--- src/rtl/pipe_rpt_pkg.sv ---
// Shared types and helpers for the elastic repeater chain.
// Stage state encoding, the stage-count ceiling and the occupancy-width rule.
package pipe_rpt_pkg;

   typedef enum logic [1:0] {
      EMPTY = 2'd0,
      HALF  = 2'd1,
      FULL  = 2'd2
   } stage_state_e;

   localparam int MAX_STAGES = 8;

   // Counter must represent 0..2*stages inclusive.
   function automatic int occ_width(input int stages);
      return $clog2(2 * stages + 1);
   endfunction

endpackage

--- src/rtl/rpt_skid_stage.sv ---
// One registered repeater stage: a two-entry skid buffer (main M, skid S).
// Both up_ready and dn_valid are registered, so no combinational path crosses it.
module rpt_skid_stage
   import pipe_rpt_pkg::*;
#(
   parameter int WIDTH = 32
) (
   input  logic             clk,
   input  logic             rst_n,
   input  logic             flush,
   input  logic             up_valid,
   output logic             up_ready,
   input  logic [WIDTH-1:0] up_data,
   output logic             dn_valid,
   input  logic             dn_ready,
   output logic [WIDTH-1:0] dn_data
);

   stage_state_e     state_reg, state_next;
   logic [WIDTH-1:0] m_reg, m_next;
   logic [WIDTH-1:0] s_reg, s_next;
   logic             ready_reg;
   logic             valid_reg;
   logic             up_fire;
   logic             dn_fire;

   assign up_ready = ready_reg;
   assign dn_valid = valid_reg;
   assign dn_data  = m_reg;

   always_comb begin
      up_fire    = up_valid & ready_reg;
      dn_fire    = valid_reg & dn_ready;
      state_next = state_reg;
      m_next     = m_reg;
      s_next     = s_reg;
      if (flush) begin
         state_next = EMPTY;
      end else begin
         case (state_reg)
            EMPTY: begin
               if (up_fire) begin
                  state_next = HALF;
                  m_next     = up_data;
               end
            end
            HALF: begin
               if (up_fire && dn_fire) begin
                  m_next = up_data;
               end else if (up_fire) begin
                  state_next = FULL;
                  s_next     = up_data;
               end else if (dn_fire) begin
                  state_next = EMPTY;
               end
            end
            FULL: begin
               if (dn_fire) begin
                  state_next = HALF;
                  m_next     = s_reg;
               end
            end
            default: state_next = EMPTY;
         endcase
      end
   end

   // Handshake flags are decoded from the next state so they line up with it.
   always_ff @(posedge clk or negedge rst_n) begin
      if (!rst_n) begin
         state_reg <= EMPTY;
         m_reg     <= '0;
         s_reg     <= '0;
         ready_reg <= 1'b0;
         valid_reg <= 1'b0;
      end else begin
         state_reg <= state_next;
         m_reg     <= m_next;
         s_reg     <= s_next;
         ready_reg <= (state_next != FULL);
         valid_reg <= (state_next != EMPTY);
      end
   end

endmodule

--- src/rtl/pipe_repeater_buf.sv ---
// Elastic, parametrised repeater chain: STAGES skid stages with per-bit polarity
// applied once at entry, plus a registered occupancy counter and flush fan-out.
module pipe_repeater_buf
   import pipe_rpt_pkg::*;
#(
   parameter int               WIDTH    = 32,
   parameter int               STAGES   = 2,
   parameter logic [WIDTH-1:0] INV_MASK = {WIDTH{1'b0}},
   parameter int               CNT_W    = occ_width(STAGES)
) (
   input  logic             CLK,
   input  logic             RESETN,
   input  logic             in_valid,
   output logic             in_ready,
   input  logic [WIDTH-1:0] in_data,
   output logic             out_valid,
   input  logic             out_ready,
   output logic [WIDTH-1:0] out_data,
   input  logic             flush,
   output logic [CNT_W-1:0] occupancy
);

   logic             chain_valid [STAGES+1];
   logic             chain_ready [STAGES+1];
   logic [WIDTH-1:0] chain_data  [STAGES+1];

   logic [CNT_W-1:0] occ_reg, occ_next;
   logic             in_fire;
   logic             out_fire;

   assign chain_valid[0]      = in_valid;
   assign chain_data[0]       = in_data ^ INV_MASK;
   assign in_ready            = chain_ready[0];
   assign out_valid           = chain_valid[STAGES];
   assign out_data            = chain_data[STAGES];
   assign chain_ready[STAGES] = out_ready;

   genvar gi;
   generate
      for (gi = 0; gi < STAGES; gi++) begin : g_stage
         rpt_skid_stage #(
            .WIDTH (WIDTH)
         ) u_stage (
            .clk      (CLK),
            .rst_n    (RESETN),
            .flush    (flush),
            .up_valid (chain_valid[gi]),
            .up_ready (chain_ready[gi]),
            .up_data  (chain_data[gi]),
            .dn_valid (chain_valid[gi+1]),
            .dn_ready (chain_ready[gi+1]),
            .dn_data  (chain_data[gi+1])
         );
      end
   endgenerate

   assign occupancy = occ_reg;

   // Bounded by the stage capacity, so the counter can never wrap.
   always_comb begin
      in_fire  = in_valid & in_ready;
      out_fire = out_valid & out_ready;
      occ_next = occ_reg;
      if (flush) begin
         occ_next = '0;
      end else if (in_fire && !out_fire) begin
         occ_next = occ_reg + CNT_W'(1);
      end else if (out_fire && !in_fire) begin
         occ_next = occ_reg - CNT_W'(1);
      end
   end

   always_ff @(posedge CLK or negedge RESETN) begin
      if (!RESETN) begin
         occ_reg <= '0;
      end else begin
         occ_reg <= occ_next;
      end
   end

endmodule
--- config.mk ---
export PLATFORM = sky130hd
export DESIGN_NAME = pipe_repeater_buf
export DESIGN_NICKNAME = d
export VERILOG_FILES = /design/src/rtl/pipe_rpt_pkg.sv /design/src/rtl/rpt_skid_stage.sv /design/src/rtl/pipe_repeater_buf.sv
export SDC_FILE = /design/constraint.sdc
export NUM_CORES = 1
export LEC_CHECK = 0
export CAP_MARGIN = 20
export CORE_MARGIN = 2
export CORE_UTILIZATION = 33
export DETAILED_ROUTE_END_ITERATION = 16
export PLACE_DENSITY = 0.53
export SYNTH_ARGS = -nofsm -noshare
export SYNTH_HDL_FRONTEND = slang
export SYNTH_SLANG_ARGS = --single-unit
--- constraint.sdc ---
create_clock -name CLK -period 2.45 [get_ports CLK]
set_input_delay 0.49 -clock CLK [delete_from_list [all_inputs] [get_ports CLK]]
set_output_delay 0.49 -clock CLK [all_outputs]
set_load 0.005 [all_outputs]
## Yosys cells after proc, flatten, opt, wreduce, memory -nomap -nowiden

Index checks and enable logic that the tools add are counted.

- Register bits after elaboration: 139
- Input bits: 37
- Output and inout bits: 37
- Logic and storage cells: 73

- Add/subtract/negate cells: 2
- Equal/unequal tests: 12
- Multiplexer cells: 25
- Bitwise gates (word level): 6
- Reductions and logical operators: 17

Operator list:

| operator | number |
|---|---|
| $mux 32 | 6 |
| $pmux 32 s3 | 2 |
| $mux 2 | 12 |
| $pmux 2 s3 | 2 |
| $ne 2x1->1 const B | 5 |
| $reduce_and 5->1 | 2 |
| $mux 3 | 3 |
| $reduce_bool 3->1 | 3 |
| $reduce_and 4->1 | 2 |
| $ne 2x2->1 const B | 3 |
| $eq 2x1->1 const B | 2 |
| $eq 2x2->1 const B | 2 |
| $logic_and 1x1->1 | 4 |
| $logic_not 2->1 | 2 |
| $reduce_bool 2->1 | 2 |
| $add 3x1->3 const B | 1 |
| $and 1x1->1 | 3 |
| $not 1->1 | 3 |
| $sub 3x1->3 const B | 1 |
| $logic_not 1->1 | 2 |

## Depth between registers and ports, before layout

Gate-level depths: netlist (run 1).

- Depth in word-level cells: 7
- Mapped depth: 7
- Depth with buffers taken out: 6

## Cells and area by module

A second synthesis (run 1) with hierarchy kept.

- Cell total of the unflattened synthesis: 403
- Area, all modules: 6217.2 um2

Modules (own cells, without submodules):

| module | instances | cells each | area each (um2) | seq. area each (um2) |
|---|---|---|---|---|
| rpt_skid_stage | 2 | 189 | 2984.1 | 1701.6 |
| pipe_repeater_buf | 1 | 25 | 249.0 | 75.1 |

## Worst setup path before layout (run 1)

No wires, ideal clock.

- Kind: input to register
- From: input port out_ready
- To: register occ_reg[2], in the netlist occupancy[2]
- Library setup time: 0.119 ns
- Arrival time: 1.952 ns
- Required time: 2.331 ns
- Slack: 0.379 ns
- Stages on the path: 7
- Buffers on the path: 1
- Cell sequence: and2_1 -> clkbuf_1 -> nor2_1 -> fa_1 -> or3_1 -> and3_1 -> o21ba_2

- Word-level cells in the longest chain between the ends: 5
- Elaborated cells between the ends (all ways): 7
- Classes of those cells: 2 x mux; 1 x bitwise; 4 x reduce/logical

Ends and longest elaborated chain:

| element | RTL line | RTL |
|---|---|---|
| start: declaration | pipe_repeater_buf.sv:17 | `input logic out_ready,` |
| $and 1x1->1 (*) | pipe_repeater_buf.sv:62 | `out_fire = out_valid & out_ready;` |
| $logic_not 1->1 | pipe_repeater_buf.sv:66 | `end else if (in_fire && !out_fire) begin` |
| $logic_and 1x1->1 | pipe_repeater_buf.sv:66 |  |
| $mux 3 | pipe_repeater_buf.sv:66 |  |
| $mux 3 | pipe_repeater_buf.sv:64 | `if (flush) begin` |
| end signal: assignment | pipe_repeater_buf.sv:77 | `occ_reg <= occ_next;` |
| end: declaration | pipe_repeater_buf.sv:27 | `logic [CNT_W-1:0] occ_reg, occ_next;` |

Mark *: on every way between the ends. The rest lies on a longest branch, timed or not.
A chain may end at the register's enable or synchronous reset.

## Worst setup path after layout (run 1)

Ends and elaborated chain as after synthesis.

==> results.cfg, run 1 <==
[outcome]
status = completed

[placement]
dp_hpwl_um = 8380
dpl.cell_count = 741
port_buffers = 73
place.gp.congestion = 0.730
place_area_um2 = 7000

[yosys]
synth-main-ff-cell = dfrtp_1
synth_area_leader_cell = dfrtp_1
synth_cell_type_count = 40
yosysSeqAreaShare = 0.558
async_flop_share = 1.00
yosys_warnings = 0
synth_fp_nets = 520
ys_ff_latch = 139
synthTopCellsByArea = dfrtp_1, mux2_4, mux2_2
synth_area_um2 = 6230
syn_inst = 482
synth.top_cell.area_share = 0.558
synth_edf_count = 0
syn_area_per_cell_um2 = 12.9

[setup_path]
worstReg2RegEnd = g_stage[1].u_stage.s_reg[18]
crit_fanout = 2
crit_required_ns = 2.76
endpoint_kind = flip-flop
r2r_slack_ns = 0.55
arrival_ns = 2.28
crit_type = input pin to flip-flop
reg2reg_from = g_stage[1].u_stage.dn_valid
rr_worst_depth = 5
worstSetupStartpointType = input pin

[sta]
rsz0062_at_grt = false
post-route-min-period_ns = 1.97
slew_violations = 0
fmax_mhz = 507
tightest_slew_ns = 0.592
period_share = 0.805
fin_hold_ws_ns = 0.0653
final.setup_skew_ns = 0.00867
relSlewSlack = 0.605
hold_viol = 0
final-setup-viol-count = 0
tns_ns = 0

[detailed_routing]
detail-route-antenna-nets = 0
initialDrtViolationCount = 179
top_layer_used = met4
routedWlPerCell_um = 17.5
drc = 0
route.met2.wl_um = 6640
finalWirelength_um = 13600
vias = 3819
wl_met3_um = 456
met1_length_um = 6250
vias_per_cell = 4.94
firstDrtPassIters = 4

[global_route]
grt_usage = 0.146
grt_pass1_wl_um = 22700
grt_overflow = 0
grt_pass1_vias = 4123
antenna_found_initial = 0
grt_start_max_net_pins = 65

[clock_tree]
clk_latency_ns = 0.42
post-cts-setup-buffer-count = 0
cts_buffer_depth = 2
root_buffer = clkbuf_16
cts_sinks = 139
numCtsBuffers = 17
post_cts_resized = 0
cts_hold_buf = 0
cts_tree = built
clk_pin_slew_ns = 0.06
htree_num_levels = 4

[final_layout]
fin_area_um2 = 7680
areaGrowthSynthToFinish_pct = 23.3
antenna_cells = 0
final_cells = 773
n_fill_cell = 1748
drive_gt1_frac = 0.228
nets = 564

[floorplanning]
dieWidth_um = 141
rows = 50
dieArea_um2 = 20000
core_region_area_um2 = 18600
die_h_um = 141
num_io_pins = 74
initial_utilization = 0.334

[power_and_ir_drop]
power_mw = 8.92
ir_drop_mv = 0.595
p_per_area_nw_per_um2 = 1160
power_leakage_nw = 3.53

[worst_hold_path]
hold_path.class = input pin to async pin

[run]
cap_violations = 0
-- cells in the final DEF (no fill, tap or decap), drive strengths merged, types with 3 or more instances in the layout --
| cell type | instances |
|---|---|
| and2 | 3 |
| a21boi | 3 |
| mux2i | 32 |
| bufinv | 7 |
| mux2 | 64 |
| clkbuf | 20 |
| a21oi | 37 |
| nor2 | 39 |
| clkinv | 3 |
| dfrtp | 139 |
| o22ai | 32 |
| nand2 | 5 |
| buf | 19 |
| a2bb2oi | 32 |
| inv | 4 |
| clkdlybuf4s50 | 72 |
-- power by group --
group	total (mW)	leakage (nW)	internal, mW	switching (mW)
clock	3.02	0.334	2.04	0.978
combinational	2.15	1.59	1.41	0.737
sequential	3.75	1.61	3.20	0.552
total	8.92	3.53	6.65	2.27
-- cells in the mapped netlist, drive strengths merged, types with 2 or more instances --
| cell type | instances |
|---|---|
| mux2i | 32 |
| or2 | 2 |
| o22ai | 32 |
| and3 | 2 |
| a21oi | 37 |
| nand2 | 5 |
| nand3 | 2 |
| xnor2 | 2 |
| mux2 | 64 |
| buf | 54 |
| or3 | 2 |
| and2 | 3 |
| clkbuf | 12 |
| a2bb2oi | 32 |
| a211o | 2 |
| nand2b | 2 |
| a21boi | 3 |
| inv | 3 |
| nand3b | 2 |
| dfrtp | 139 |
| nor2 | 39 |
-- how the worst max path moves through the flow --
stage	startpoint	endpoint	slack, ns	cells past startpoint
after CTS	out_ready	occupancy[2]	0.49	7
after detailed placement	out_ready	occupancy[2]	0.05	7
after global placement	out_ready	occupancy[2]	0.04	7
after floorplan	out_ready	occupancy[2]	0.38	7
final	out_ready	occupancy[2]	0.48	7
after global routing	out_ready	occupancy[2]	0.39	7
-- per-layer routing --
layer  track usage  vias to the layer above
li1              -                     1807
met1         0.189                     1930
met2         0.240                       66
met3        0.0371                       16
met4        0.0516                        0
met5             0                        -
-- worst max-delay path: stages --
cell and delay, ns:
clkdlybuf4s50_1 0.47, and2_1 0.14, nor2_1 0.06, fa_1 0.37, or3_1 0.39, and3_1 0.17, o21ba_2 0.20
-- metrics by stage --
step | utilization | setup slack [ns]
final | 0.412 | 0.478
after floorplan | - | 0.379
after global placement | 0.375 | 0.0443
after detailed placement | 0.375 | 0.0471
after global routing | 0.412 | 0.395
after CTS | 0.412 | 0.493
-- cell families (layout without fill, tap and decap cells) --
group                    after synthesis  after routing  share of synthesized area
AND/OR/NAND/NOR                       60             60                     0.0444
XOR/XNOR                               3              3                    0.00422
multiplexers                          96             96                      0.185
buffers and inverters                 69            126                     0.0785
flip-flops                           139            139                      0.558
AO/OA/AOI/OAI                        114            114                      0.127
adder cells (fa/ha/maj)                1              1                    0.00321
-- area by class of cell --
cell class                 count  area [um2]  share of cell area
tap                          234         293              0.0381
clock buffer                  20         447              0.0581
multi-input combinational    274        2300               0.299
clock inverter                12         241              0.0314
inverter                       3        11.3             0.00147
timing repair buffer          91         917               0.119
sequential                   139        3480               0.453
Power figures use the tool's default switching activity.
==> run 2, diff against run 1 <==
- clock period: 2.45 -> 2 ns (I/O delays scaled with it)
==> run 2 against run 1 <==
Final cell count rose by 0.65%. Wire length rose by 1.6%. Utilization rose by 0.14 points. Combinational power rose by 24%. Power rose by 20%. Non-clock buffer count rose by 6. First-iteration DRC count fell by 37%. Sequential cell count did not move. Clock power rose by 15%. Clock skew rose by 0.0031 ns. Count of clock-buffer cells in the layout did not move. Critical endpoint unchanged. Largest power group unchanged.
==> results.cfg, run 2 (synthesis gave the netlist of run 1 again) <==
[clock_tree]
htree_num_levels = 4
cts_sinks = 139
clk_pin_slew_ns = 0.06
cts_buffer_depth = 2
numCtsBuffers = 17
cts_tree = built
post-cts-setup-buffer-count = 0
clk_latency_ns = 0.42
root_buffer = clkbuf_16

[power_and_ir_drop]
power_leakage_nw = 3.55
p_per_area_nw_per_um2 = 1390
ir_drop_mv = 0.744

[sta]
slew_violations = 0
hold_viol = 0
setup_slack_ns = 0.0876
final-setup-viol-count = 0
period_share = 0.956
relSlewSlack = 0.652
tightest_slew_ns = 0.522
fin_hold_ws_ns = 0.507
post-route-min-period_ns = 1.91
rsz0062_at_grt = false
fmax_mhz = 523
final.setup_skew_ns = 0.0118

[detailed_routing]
detail-route-antenna-nets = 0
vias = 3938
finalWirelength_um = 13800
firstDrtPassIters = 4
routedWlPerCell_um = 17.7
drc = 0
initialDrtViolationCount = 112
vias_per_cell = 5.06

[final_layout]
postLayoutCoreUtil = 0.414
layout_commonest_cell = dfrtp_1
layout_common_cells = dfrtp_1, clkdlybuf4s50_1, nor2_1, a21oi_1, mux2_2
areaGrowthSynthToFinish_pct = 23.7
fin_area_um2 = 7710
nets = 570
antenna_cells = 0
final_cells = 778
drive_gt1_frac = 0.237

[setup_path]
crit_end = occupancy[2]
crit_required_ns = 2.31
crit_type = input pin to flip-flop
r2r_slack_ns = 0.10
cpPeakStageDelay_ns = 0.47
worstReg2RegEnd = g_stage[1].u_stage.s_reg[12]
crit_family = simple AND/OR/NAND/NOR gates
rr_worst_depth = 5
reg2reg_from = g_stage[1].u_stage.dn_valid
crit_fanout = 2
path_buf_inv = 1
cp.depth = 7
worstSetupStartpointType = input pin
arrival_ns = 2.22
crit_path_start = out_ready
endpoint_kind = flip-flop
cpMaxStageDelayCell = clkdlybuf4s50_1
cp_cell_sequence = clkdlybuf4s50_1 > and2_1 > nor2_1 > fa_1 > or3_4 > and3_1 > o21ba_2

[placement]
place.gp.congestion = 0.719
dpl.cell_count = 746
port_buffers = 73
pre_cts_ws_ns = -0.344
dp_hpwl_um = 8550
place_area_um2 = 7050

[outcome]
status = completed

[global_route]
grt_pass1_wl_um = 22300
use_met3 = 0.0321
gr-max-usage-layer = met2
grt_pass1_vias = 4168
grt_usage = 0.144
grt_start_max_net_pins = 55
antenna_found_initial = 0
grtUsageMet1 = 0.187
grt_overflow = 0
grt_use_met2 = 0.236

[worst_hold_path]
hold_path.class = input pin to async pin

[floorplanning]
die_h_um = 141
dieArea_um2 = 20000
initial_utilization = 0.334
core_region_area_um2 = 18600
rows = 50
num_io_pins = 74
dieWidth_um = 141

[run]
cap_violations = 0
-- run 2: timing repair --
item,in CTS,in global routing
hold buffers,1,0
endpoints found under the hold margin,50,0
endpoints found under the setup margin,0,1
gates resized for setup,0,1
-- run 2: worst min-delay path by stage --
stage                                          endpoint  slack, ns  cells after the start
after floorplan           g_stage[0].u_stage.dn_data[0]       0.10                      0
after global routing        g_stage[0].u_stage.s_reg[1]       0.52                      1
after CTS                   g_stage[1].u_stage.s_reg[9]       0.51                      1
final                     g_stage[1].u_stage.dn_data[4]       0.51                      2
after detailed placement  g_stage[1].u_stage.dn_data[1]       0.40                      1
after global placement    g_stage[1].u_stage.dn_data[4]       0.39                      1
-- run 2: layout make-up --
class | instances | area, um2
clock buffers | 20 | 457
clock inverters | 11 | 193
fillers | 1737 | 10900
inverters | 3 | 11.3
multi-input cells | 274 | 2300
flip-flops and latches | 139 | 3480
well taps | 234 | 293
repair buffers | 97 | 977
-- run 2: report_power, final --
group,internal [mW],switching [mW],total (mW)
registers,3.92,0.672,4.59
clock network,2.27,1.19,3.46
logic,1.74,0.918,2.66
-- run 2: per-layer routing --
metal,wire length [um],up-vias
li1,-,1810
met1,6280,2024
met2,6760,83
met3,502,21
met4,235,0
met5,0,-
-- run 2: stage by stage --
step	total power [mW]	setup TNS, ns
floorplan	6.47	0
global placement	7.21	-12.00
detailed placement	7.32	-13.42
CTS	10.8	0
global route	11.3	0
finish	10.7	0
